File: config.mk
export PLATFORM = sky130hd
export DESIGN_NAME = truth_table_sequencer_flat
export DESIGN_NICKNAME = d
export VERILOG_FILES = /design/src/rtl/tts_pkg.sv /design/src/rtl/truth_table_sequencer_if.sv /design/src/rtl/tts_settle_timer.sv /design/src/rtl/truth_table_sequencer.sv /design/src/flat_wrapper.sv
export SDC_FILE = /design/constraint.sdc
export NUM_CORES = 1
export LEC_CHECK = 0
export CORE_MARGIN = 4
export CORE_UTILIZATION = 54
export DETAILED_ROUTE_END_ITERATION = 16
export PLACE_DENSITY = 0.94
export SYNTH_ARGS = -nofsm -noshare
export SYNTH_HDL_FRONTEND = slang
export SYNTH_SLANG_ARGS = --single-unit
File: constraint.sdc
create_clock -name clk -period 4.5 [get_ports clk]
set_input_delay 0.9 -clock clk [delete_from_list [all_inputs] [get_ports clk]]
set_output_delay 0.9 -clock clk [all_outputs]
set_load 0.01 [all_outputs]
File: src/rtl/tts_pkg.sv
// Shared types and sizing helpers for the truth-table sequencer.
// State encoding, vector count and mismatch-counter width.
package tts_pkg;

    typedef enum logic [2:0] {
        S_IDLE,
        S_DRIVE,
        S_SETTLE,
        S_SAMPLE,
        S_DONE
    } state_t;

    localparam int N_IN_DEF = 3;

    function automatic int nvec(input int n_in);
        return 1 << n_in;
    endfunction

    function automatic int cnt_w(input int n_in);
        return $clog2((1 << n_in) + 1);
    endfunction

endpackage

File: src/rtl/truth_table_sequencer_if.sv
// Host-side bundle of the truth-table sequencer.
// master = host/testbench, slave = sequencer.
interface truth_table_sequencer_if
    import tts_pkg::*;
#(
    parameter int N_IN = N_IN_DEF
) ();

    localparam int NVEC = nvec(N_IN);
    localparam int CW   = cnt_w(N_IN);

    logic            start;
    logic [NVEC-1:0] expected;
    logic [NVEC-1:0] care_mask;
    logic            busy;
    logic            done;
    logic [NVEC-1:0] result;
    logic            pass;
    logic [CW-1:0]   mismatch_cnt;

    modport master (
        output start, expected, care_mask,
        input  busy, done, result, pass, mismatch_cnt
    );

    modport slave (
        input  start, expected, care_mask,
        output busy, done, result, pass, mismatch_cnt
    );

endinterface

File: src/rtl/tts_settle_timer.sv
// Settle-window countdown for the truth-table sequencer.
// load presets SETTLE-1; expired is high on the last settle cycle.
module tts_settle_timer #(
    parameter int SETTLE = 1
) (
    input  logic clk,
    input  logic rst,
    input  logic load,
    input  logic en,
    output logic expired
);

    localparam int W = (SETTLE > 1) ? $clog2(SETTLE) : 1;

    logic [W-1:0] cnt;

    // Preset on load, count down while the settle state is active
    always_ff @(posedge clk or posedge rst) begin
        if (rst) begin
            cnt <= '0;
        end else if (load) begin
            cnt <= W'(SETTLE - 1);
        end else if (en && cnt != '0) begin
            cnt <= cnt - 1'b1;
        end
    end

    assign expired = (cnt == '0);

endmodule

File: src/rtl/truth_table_sequencer.sv
// Exhaustive stimulus sweep of a small logic function with
// observed-vs-expected truth table comparison under a care mask.
module truth_table_sequencer
    import tts_pkg::*;
#(
    parameter int N_IN   = N_IN_DEF,
    parameter int SETTLE = 1
) (
    input  logic                    clk,
    input  logic                    rst,
    truth_table_sequencer_if.slave  host,
    input  logic                    p_in,
    output logic [N_IN-1:0]         vec_out
);

    localparam int NVEC = nvec(N_IN);
    localparam int CW   = cnt_w(N_IN);

    state_t          state;
    state_t          state_nxt;
    logic [NVEC-1:0] exp_q;
    logic [NVEC-1:0] care_q;
    logic [NVEC-1:0] result_q;
    logic [CW-1:0]   cnt_q;
    logic            pass_q;
    logic            tmr_load;
    logic            tmr_en;
    logic            tmr_exp;
    logic            last_vec;
    logic            hit;

    assign last_vec = (vec_out == N_IN'(NVEC - 1));
    assign hit      = care_q[vec_out] && (p_in != exp_q[vec_out]);

    generate
        if (SETTLE > 0) begin : g_tmr
            tts_settle_timer #(
                .SETTLE (SETTLE)
            ) u_tmr (
                .clk     (clk),
                .rst     (rst),
                .load    (tmr_load),
                .en      (tmr_en),
                .expired (tmr_exp)
            );
        end else begin : g_no_tmr
            logic unused_tmr;
            assign unused_tmr = &{1'b0, tmr_load, tmr_en};
            assign tmr_exp    = 1'b1;
        end
    endgenerate

    // State register
    always_ff @(posedge clk or posedge rst) begin
        if (rst) begin
            state <= S_IDLE;
        end else begin
            state <= state_nxt;
        end
    end

    // Next-state decode and settle timer control
    always_comb begin
        state_nxt = state;
        tmr_load  = 1'b0;
        tmr_en    = 1'b0;
        unique case (state)
            S_IDLE: begin
                if (host.start) begin
                    state_nxt = S_DRIVE;
                end
            end
            S_DRIVE: begin
                tmr_load  = 1'b1;
                state_nxt = (SETTLE == 0) ? S_SAMPLE : S_SETTLE;
            end
            S_SETTLE: begin
                tmr_en = 1'b1;
                if (tmr_exp) begin
                    state_nxt = S_SAMPLE;
                end
            end
            S_SAMPLE: begin
                state_nxt = last_vec ? S_DONE : S_DRIVE;
            end
            S_DONE: begin
                state_nxt = S_IDLE;
            end
            default: begin
                state_nxt = S_IDLE;
            end
        endcase
    end

    // Latch the job on start, record samples and tally cared mismatches
    always_ff @(posedge clk or posedge rst) begin
        if (rst) begin
            exp_q    <= '0;
            care_q   <= '0;
            result_q <= '0;
            cnt_q    <= '0;
            pass_q   <= 1'b0;
            vec_out  <= '0;
        end else if (state == S_IDLE) begin
            if (host.start) begin
                exp_q    <= host.expected;
                care_q   <= host.care_mask;
                result_q <= '0;
                cnt_q    <= '0;
                pass_q   <= 1'b0;
                vec_out  <= '0;
            end
        end else if (state == S_SAMPLE) begin
            result_q[vec_out] <= p_in;
            if (hit) begin
                cnt_q <= cnt_q + 1'b1;
            end
            if (last_vec) begin
                // final sample folded in so pass is valid in DONE
                pass_q <= (cnt_q == '0) && !hit;
            end else begin
                vec_out <= vec_out + 1'b1;
            end
        end
    end

    assign host.busy         = (state != S_IDLE);
    assign host.done         = (state == S_DONE);
    assign host.result       = result_q;
    assign host.pass         = pass_q;
    assign host.mismatch_cnt = cnt_q;

endmodule
File: src/flat_wrapper.sv
// flat-port wrapper written by rule: the top's interface ports become plain ports
module truth_table_sequencer_flat import tts_pkg::*;
#(
    parameter int N_IN   = N_IN_DEF,
    parameter int SETTLE = 1
)
  (clk, rst, p_in, vec_out, host_start, host_expected, host_care_mask, host_busy, host_done, host_result, host_pass, host_mismatch_cnt);
  truth_table_sequencer_if #(.N_IN(N_IN)) host_i ();
  input  logic clk;
  input  logic rst;
  input  logic p_in;
  output logic [N_IN-1:0] vec_out;
  input wire logic [$bits(host_i.start)-1:0] host_start;
  input wire logic [$bits(host_i.expected)-1:0] host_expected;
  input wire logic [$bits(host_i.care_mask)-1:0] host_care_mask;
  output wire logic [$bits(host_i.busy)-1:0] host_busy;
  output wire logic [$bits(host_i.done)-1:0] host_done;
  output wire logic [$bits(host_i.result)-1:0] host_result;
  output wire logic [$bits(host_i.pass)-1:0] host_pass;
  output wire logic [$bits(host_i.mismatch_cnt)-1:0] host_mismatch_cnt;
  assign host_i.start = host_start;
  assign host_i.expected = host_expected;
  assign host_i.care_mask = host_care_mask;
  assign host_busy = host_i.busy;
  assign host_done = host_i.done;
  assign host_result = host_i.result;
  assign host_pass = host_i.pass;
  assign host_mismatch_cnt = host_i.mismatch_cnt;
  truth_table_sequencer #(.N_IN(N_IN), .SETTLE(SETTLE)) u_core (.clk(clk), .rst(rst), .host(host_i), .p_in(p_in), .vec_out(vec_out));
endmodule
# Word-level counts from Yosys, hierarchy flattened
# Cells that the tools add are included.
# W data, S select, Z words.
# op_classes
add_sub_neg	3
order_cmp	2
n_eq_ne	9
mux	30
reduce_logical	18
# ops
op	n
$mux W8	3
$mux W3	7
$mux W4	4
$pmux W3 S4	1
$mux W1	11
$reduce_and A3 Y1	3
$bwmux W8	1
$reduce_bool A2 Y1	4
$bmux W1 S3	2
$eq A3 B2 Y1 const B	2
$eq A3 B3 Y1 const B	2
$ne A2 B2 Y1 const B	3
$reduce_and A2 Y1	3
$add A4 B1 Y4 const B	1
$logic_and A1 B1 Y1	4
$logic_not A4 Y1	1
$lt A3 B4 Y1 const B	1
$add A3 B1 Y3 const B	1
$demux W1 S3	1
$eq A3 B1 Y1 const B	1
$ge A3 B1 Y1 const B	1
$logic_not A3 Y1	1
$reduce_bool A3 Y1	1
$logic_not A1 Y1	1
other kinds (2)	2
# totals
register_bits	36
input_bits	20
out_inout_bits	18
elab_cells	70

# Longest topological paths before layout
# Gate-level depths: netlist (run 1).
# logic_depth
ltp_word	9
ltp_mapped	7
mapped_depth_nobuf	6

# Modules after synthesis
# From an unflattened synthesis (run 1), not the netlist that was laid out.
# hier_totals
hier_cells	159
area_unflattened_um2	1761.7
# by_module_without_submodules
mod	n_inst	cells_per_inst	area_per_inst_um2	seq_area_each_um2
truth_table_sequencer	1	155	1716.6	875.8
tts_settle_timer	1	4	45.0	25.0

# Worst setup path after synthesis (run 1)
# OpenSTA, ideal clock, no wires.
# synth_timing
kind	input to register
startpoint	in host_start
endpoint	reg u_core.result_q[0], in the netlist u_core.host.result[0]
setup_ns	0.121
t_arrival_ns	1.757
required_time_ns	4.379
path_slack_ns	2.622
cell_stages	4
path_buffers	0
cell_sequence	nand2_1 -> a21oi_1 -> o21ai_0 -> a22o_1
# synth_via
elab_chain_cells	2
# synth_lines
element	line_no	source
start: declaration	flat_wrapper.sv:13	input wire logic [$bits(host_i.start)-1:0] host_start;
$ne A2 B2 Y1 (no line)	-	
$reduce_and A2 Y1 (no line)	-	
end signal: indexed assignment	truth_table_sequencer.sv:114	result_q[vec_out] <= p_in;
end: declaration	truth_table_sequencer.sv:23	logic [NVEC-1:0] result_q;
# No other way between the ends.
# A chain may end at the register's enable or synchronous reset.

# Final worst setup path (run 1)
# layout_timing
startpoint	reg u_core.state[0]
endpoint	out host_busy
# layout_via
elab_chain_cells	1
# layout_lines
element	line_no	source
start: declaration	truth_table_sequencer.sv:19	state_t state;
start signal: assignment	truth_table_sequencer.sv:58	state <= state_nxt;
$reduce_bool A3 Y1	truth_table_sequencer.sv:127	assign host.busy = (state != S_IDLE);
end: declaration	flat_wrapper.sv:16	output wire logic [$bits(host_i.busy)-1:0] host_busy;
# No other way between the ends.

==> results.toml, run 1 <==
[power_and_ir_drop]
clockPowerShare = 0.146
pwr-share-comb = 0.471
ir_drop_uv = 393
seqPwrFrac = 0.383
power.net_switching_uw = 608
intPower_uw = 977
power.density_nw_per_um2 = 696
p_leak_uw = 0.000976
switching_share = 0.384

[floorplan]
pin_count = 38
fp.dieArea_sq_um = 4310
die_height_um = 65.7
start_util = 0.574
core_sq_um = 3130
std_cell_rows = 20
die_w_um = 65.7

[clocking]
clock_latency_ns = 0.36
clock_sinks = 36
path_clk_slew_ns = 0.13
cts_resized = 0
cts_buffers = 5
cts_tree = "done"
htreeDepth = 2
clock_tree.root_cell = "clkbuf_4"
clockBufferDepth = 2
cts_setup_buffers = 0
ctsHoldBuffers = 0

[critical_path]
worst_ep_arrival_time_ns = 1.84
end_kind = "output port"
path_class = "flip-flop to output port"
worst-endpoint-required_ns = 3.60
r2r_slack_ns = 2.19
critPathLaunchType = "flip-flop"
crit_path_max_fanout = 13

[logic_synthesis]
synth_area_leader_cell = "dfrtp_1"
synthCells = 160
synth.area.top_cells = "dfrtp_1 50%, mux2_2 11%, mux2i_1 3.3%, o21ai_0 3.3%, ha_1 2.8%"
yosysWarnings = 0
synth_seq_cells = 36
synth_nets = 184
synth_top_family_by_area = "multiplexers"
synthXorXnorAreaFrac = 0.00488
async_flop_share = 1.00
synth_area_per_cell_sq_um = 11.2
synth_edf_count = 0
synth_top_area_frac = 0.502
seq_area_frac_synth = 0.502
synth_simple_gate_area_share = 0.111
synth_compound_area_frac = 0.152
synth_cell_type_count = 39
synthMuxAreaShare = 0.165
syn_area_sq_um = 1800
synth-main-ff-cell = "dfrtp_1"
synth_fa_ha_area_frac = 0.0279

[outcome]
status = "finished, final reports clean"

[final_layout]
final_util = 0.728
regArea_sq_um = 901
stdcell_area_sq_um = 2280
nNetsFinal = 222
multi_input_area_sq_um = 827
drive_above_1_share = 0.161
diodes = 0
fillers = 221
areaGrowthSynthToFinish_pct = 26.9

[drt]
vias_per_cell = 5.95
top_layer_used = "met4"
avgRoutedWirePerCell_um = 16.2
vias = 1446
drtIter0Drc = 167
antenna_left = 0
route.met2.wl_um = 1980
remaining_drc_errors = 0
wl_met3_um = 223
wl_met1_um = 1660
dr.pass1.iters = 4
wl_um = 3950

[global_routing]
antenna_found_initial = 0
grt_first_pass_wirelength_um = 6920
grt_start_max_net_pins = 37
grt_usage = 0.209
grt_pass1_vias = 1486
overflow = 0

[placement]
hpwl_um = 2940
gp_congestion = 0.957
dp_slack_ns = 1.74
place_area_sq_um = 2200
io_buffers = 37

[sta]
worst_slew_pin_slew_ns = 0.739
tns_ns = 0
finClkSkew_ns = 0.0214
fin_crit_sh = 0.610
slew_headroom = 0.507
slew_violations = 0
finalHoldViolCount = 0
max_freq_mhz = 364
setup_slack_ns = 1.76
setup_viol = 0
rsz0062_at_grt = "no"
post-route-min-period_ns = 2.74

[hold_path]
min_path_type = "flip-flop to flip-flop"

[job]
maxCapViolations = 0
## registers in the layout, summed over array words and instances (netlist names)
name / flops
u_core.care_q: 8
u_core.state: 3
u_core.vec_out: 3
u_core.exp_q: 8
u_core.host.result: 8
u_core.host.mismatch_cnt: 4
u_core.host.pass: 1
u_core.g_tmr.u_tmr.cnt: 1
## path summary, 6_finish.rpt
path                                          endpoint                  start  cells past startpoint
max                                          host_busy        u_core.state[0]                      4
min                              u_core.host.result[6]  u_core.host.result[6]                      1
max reg2reg                u_core.host.mismatch_cnt[2]      u_core.vec_out[0]                      5
min reg2reg                      u_core.host.result[6]  u_core.host.result[6]                      1
max in group asynchronous        u_core.host.result[1]                    rst                      3
min in group asynchronous             u_core.host.pass                    rst                      3
## cells by family (layout without fill, tap and decap cells)
kind of cell	Yosys count	in the layout
XOR/XNOR	1	1
AO/OA/AOI/OAI	38	38
flip-flops	36	36
adder cells (fa/ha/maj)	4	4
AND/OR/NAND/NOR	40	40
multiplexers	25	25
buffers and inverters	16	55
## cells in the final DEF, fill, tap and decap left out, types with 3 or more instances in the layout
cell / count
clkdlybuf4s50_1: 37
dfrtp_1: 36
mux2_2: 17
o21ai_0: 12
nand2_1: 8
nor2_1: 8
inv_1: 8
mux2i_1: 6
nand3_1: 6
nor3_1: 5
a22o_1: 5
clkbuf_4: 5
a21oi_1: 4
ha_1: 4
nor2b_1: 3
## metal layers
layer	up-vias	global-route usage
li1	660	-
met3	10	0.0547
met4	0	0.0855
met1	715	0.265
met2	61	0.338
met5	-	0
## power by group through the flow
stage / clock [uW] / combinational, uW / sequential (uW)
6_report: 232 / 746 / 608
5_1_grt: 248 / 819 / 629
2_1_floorplan: 0 / 524 / 569
3_3_place_gp: 0 / 707 / 597
3_5_place_dp: 0 / 742 / 610
4_1_cts: 233 / 744 / 604
## synthesized netlist by cell type (2+ instances only)
cell type,n
nor3_1,5
a22o_1,5
o31ai_1,2
nand3_1,6
nor2b_1,3
dfrtp_1,36
a21oi_1,4
a21o_1,2
buf_2,3
mux4_2,2
inv_1,8
nand4_1,2
mux2i_1,6
a211o_1,2
mux2_2,17
nand2_1,8
nand3b_1,2
ha_1,4
nor2_1,8
and2_1,2
o21ai_0,12
nand2b_1,2
clkbuf_1,3
## worst max-delay path, cell delays in order, from the launching register on
cell,delay (ns)
dfrtp_1,0.46
nor3_1,0.20
buf_4,0.21
inv_1,0.12
clkdlybuf4s50_1,0.49
## area by class of cell
type / count / area share
Inverter: 8 / 0.0132
Timing Repair Buffer: 39 / 0.169
Multi-Input combinational cell: 108 / 0.363
Clock buffer: 5 / 0.0165
Tap cell: 44 / 0.0242
Sequential cell: 36 / 0.395
Clock inverter: 3 / 0.0187
## metrics by stage
| step | instances | total power [uW] | hold WS, ns |
|---|---|---|---|
| final | 243 | 1590 | 0.511 |
| after global routing | 243 | 1700 | 0.539 |
| after CTS | 243 | 1580 | 0.515 |
| after detailed placement | 235 | 1350 | 0.489 |
| after global placement | 235 | 1300 | 0.480 |
| after floorplan | 160 | 1090 | 0.460 |
Note: power is estimated with default switching activity, not from simulation.
==> inputs of run 2 (changes only) <==
Settings changed: CORE_UTILIZATION 54 to 50, PLACE_DENSITY 0.94 to 0.89.
Clock period 4.5 ns to 2.78 ns, I/O delays scaled along.
==> results.toml, run 2 (synthesis results as in run 1) <==
[outcome]
status = "finished, final reports clean"

[clocking]
clock_tree.root_cell = "clkbuf_4"
clock_latency_ns = 0.34
ctsHoldBuffers = 0
path_clk_slew_ns = 0.11
cts_resized = 0
htreeDepth = 2
cts_buffers = 5
cts_tree = "done"
cts_setup_buffers = 0
clock_sinks = 36
clockBufferDepth = 2

[final_layout]
diodes = 0
multi_input_area_sq_um = 827
nNetsFinal = 224
regArea_sq_um = 901
fillers = 256
drive_above_1_share = 0.164
final_util = 0.672
final_cell_mix = "37 x clkdlybuf4s50_1, 36 x dfrtp_1, 17 x mux2_2, 12 x o21ai_0"
final_common_cell = "clkdlybuf4s50_1"
areaGrowthSynthToFinish_pct = 26.9

[drt]
avgRoutedWirePerCell_um = 15.6
wl_um = 3860
dr.pass1.iters = 4
vias = 1425
vias_per_cell = 5.77
remaining_drc_errors = 0
antenna_left = 0
drtIter0Drc = 127

[critical_path]
worst_ep_arrival_time_ns = 1.83
r2r_cells = 6
cp.depth = 1
crit_buf_inv = 1
crit_family = "flip-flops"
path_class = "flip-flop to output port"
critPathLaunchType = "flip-flop"
crit-reg2reg-launch = "u_core.vec_out[0]"
r2r_end = "u_core.host.mismatch_cnt[0]"
r2r_slack_ns = 0.45
end_kind = "output port"
crit_slowest_cell = "dfrtp_1"
crit_path_max_fanout = 19
worst-endpoint-required_ns = 2.22
crit_chain = "clkdlybuf4s50_1"
critPathMaxStageDelay_ns = 0.80

[floorplan]
pin_count = 38
start_util = 0.530
core_sq_um = 3390
std_cell_rows = 21
die_height_um = 67.9
die_w_um = 67.9
fp.dieArea_sq_um = 4610

[global_routing]
grtUsageMet3 = 0.0673
met2_usage = 0.313
grt_first_pass_wirelength_um = 6510
grt_pass1_vias = 1450
grt_start_max_net_pins = 37
grt_util_met1 = 0.226
antenna_found_initial = 0
grt_usage = 0.190
top_usage_layer = "met2"
overflow = 0

[sta]
post-route-min-period_ns = 2.38
rsz0062_at_grt = "no"
tns_ns = 0
worst_slew_pin_slew_ns = 0.709
slew_violations = 0
finalHoldViolCount = 0
max_freq_mhz = 419
fin_crit_sh = 0.858
slew_headroom = 0.523
setup_viol = 0
finClkSkew_ns = 0.0109

[placement]
io_buffers = 37
gp_congestion = 0.855
hpwl_um = 2810

[hold_path]
holdPathStages = 1
hold_start = "u_core.host.result[6]"
holdPathEnd = "u_core.host.result[6]"
min_path_type = "flip-flop to flip-flop"

[power_and_ir_drop]
total_power_uw = 2500
p_leak_uw = 0.000976
ir_drop_uv = 566
power.density_nw_per_um2 = 1100

[job]
maxCapViolations = 0
==> run 2: metrics by stage <==
stage | hold WS, ns | worst slack [ns] | area, sq um | instances
2_1_floorplan | 0.460 | 0.927 | 1800 | 160
3_3_place_gp | 0.481 | 0.641 | 2220 | 239
3_5_place_dp | 0.487 | 0.489 | 2220 | 239
4_1_cts | 0.512 | 0.382 | 2280 | 247
5_1_grt | 0.535 | 0.273 | 2280 | 247
6_report | 0.510 | 0.396 | 2280 | 247
==> run 2: worst max path at each step <==
stage                                 start                     endpoint  slack, ns
after floorplan           u_core.vec_out[0]  u_core.host.mismatch_cnt[2]       0.93
after global placement    u_core.vec_out[0]  u_core.host.mismatch_cnt[2]       0.64
after detailed placement  u_core.vec_out[0]  u_core.host.mismatch_cnt[0]       0.49
after global routing        u_core.state[2]                    host_busy       0.27
after CTS                 u_core.vec_out[0]                   vec_out[0]       0.38
final                     u_core.vec_out[0]                   vec_out[0]       0.40
==> run 2: metal layers <==
metal	up-vias	share of wire
met4	0	0.018
met3	10	0.070
met5	-	0
met1	694	0.42
li1	667	-
met2	54	0.49
==> run 2: power breakdown <==
part / switching, uW / internal [uW] / total [uW]
Clock: 174 / 124 / 298
Combinational: 556 / 661 / 1220
Sequential: 232 / 748 / 980
==> run 2: area by class of cell <==
class | instances | share of cell area
clock buffer | 7 | 0.0242
inverter | 8 | 0.0132
sequential | 36 | 0.395
timing repair buffer | 41 | 0.176
tap | 46 | 0.0253
multi-input combinational | 108 | 0.363
clock inverter | 1 | 0.00329
==> inputs of run 3 (changes only) <==
Settings changed: RECOVER_POWER set to 25.
==> results.toml, run 3 (synthesis results as in run 1) <==
[clocking]
clock_sinks = 36
cts_buffers = 5
path_clk_slew_ns = 0.11
clockBufferDepth = 2
cts_tree = "done"
ctsHoldBuffers = 0
cts_setup_buffers = 0
cts_resized = 0
htreeDepth = 2
clock_latency_ns = 0.34
clock_tree.root_cell = "clkbuf_4"

[drt]
drtIter0Drc = 127
avgRoutedWirePerCell_um = 15.6
antenna_left = 0
wl_um = 3860
dr.pass1.iters = 4
remaining_drc_errors = 0
vias = 1425
vias_per_cell = 5.77

[final_layout]
nNetsFinal = 224
diodes = 0
finalNonFillerCells = 247
final_cell_mix = "36 x clkdlybuf4s50_1, 36 x dfrtp_1, 17 x mux2_2, 12 x o21ai_0"
final_util = 0.671
areaGrowthSynthToFinish_pct = 26.8
drive_above_1_share = 0.164

[power_and_ir_drop]
switching_share = 0.386
p_leak_uw = 0.000976
pwr-share-comb = 0.488
power.density_nw_per_um2 = 1100
intPower_uw = 1530
seqPwrFrac = 0.393
clockPowerShare = 0.119
ir_drop_uv = 566
power.net_switching_uw = 963

[critical_path]
crit-reg2reg-launch = "u_core.vec_out[0]"
crit_family = "flip-flops"
r2r_slack_ns = 0.45
worst-endpoint-required_ns = 2.22
end_kind = "output port"
path_class = "flip-flop to output port"
r2r_cells = 6
critPathMaxStageDelay_ns = 0.80
critPathLaunchType = "flip-flop"
crit_slowest_cell = "dfrtp_1"
crit_buf_inv = 1
crit_chain = "clkdlybuf4s50_1"
worst_ep_arrival_time_ns = 1.83
r2r_end = "u_core.host.mismatch_cnt[0]"
crit_path_max_fanout = 19
cp.depth = 1

[floorplan]
pin_count = 38
die_height_um = 67.9
fp.dieArea_sq_um = 4610
start_util = 0.530
std_cell_rows = 21
die_w_um = 67.9
core_sq_um = 3390

[hold_path]
hold_start = "u_core.host.result[6]"
min_path_type = "flip-flop to flip-flop"
holdPathStages = 1
holdPathEnd = "u_core.host.result[6]"

[sta]
post-route-min-period_ns = 2.38
finClkSkew_ns = 0.0109
setup_viol = 0
rsz0062_at_grt = "no"
tns_ns = 0
worst_slew_pin_slew_ns = 0.875
fin_crit_sh = 0.858
slew_headroom = 0.417
slew_violations = 0
max_freq_mhz = 419
finalHoldViolCount = 0

[placement]
dpl.cell_count = 239
gp_congestion = 0.855
io_buffers = 37
hpwl_um = 2810

[outcome]
status = "finished, final reports clean"

[global_routing]
grt_usage = 0.190
grt_start_max_net_pins = 37
overflow = 0
antenna_found_initial = 0
grt_pass1_vias = 1450
grt_first_pass_wirelength_um = 6510

[job]
maxCapViolations = 0
[run 3: area by class of cell]
class	count	area, sq um
Fill cell	255	1110
Timing Repair Buffer	41	398
Inverter	8	30.0
Multi-Input combinational cell	108	827
Tap cell	46	57.6
Clock buffer	7	55.1
Clock inverter	1	7.51
Sequential cell	36	901
[run 3: worst max path at each step]
stage	startpoint	to
floorplan	u_core.vec_out[0]	u_core.host.mismatch_cnt[2]
global placement	u_core.vec_out[0]	u_core.host.mismatch_cnt[2]
detailed placement	u_core.vec_out[0]	u_core.host.mismatch_cnt[0]
CTS	u_core.vec_out[0]	vec_out[0]
global route	u_core.state[2]	host_busy
finish	u_core.vec_out[0]	vec_out[0]
[run 3: power groups by stage]
stage / combinational [uW] / sequential [uW] / clock, uW
CTS: 1220 / 980 / 310
finish: 1220 / 980 / 298
detailed placement: 1210 / 993 / 0
global route: 1330 / 1020 / 337
floorplan: 849 / 921 / 0
global placement: 1160 / 975 / 0
[run 3: metal layers]
layer	up-vias	share of wire	global-route usage
met1	694	0.42	0.226
li1	667	-	-
met2	54	0.49	0.313
met4	0	0.018	0.0744
met5	-	0	0
met3	10	0.070	0.0673
[run 3: per-stage QoR]
step	power [uW]	area [sq um]	setup slack (ns)	hold slack [ns]
CTS	2510	2280	0.382	0.512
global route	2690	2280	0.273	0.535
global placement	2130	2220	0.641	0.481
floorplan	1770	1800	0.927	0.460
detailed placement	2200	2220	0.489	0.487
finish	2490	2280	0.396	0.510
[run 3: worst reg2reg max path: stages (launching register included)]
cell and delay, ns:
dfrtp_1 0.80, mux2i_1 0.30, nand3_1 0.14, a31o_2 0.26, a21oi_2 0.34, a211oi_1 0.11, a221o_1 0.28
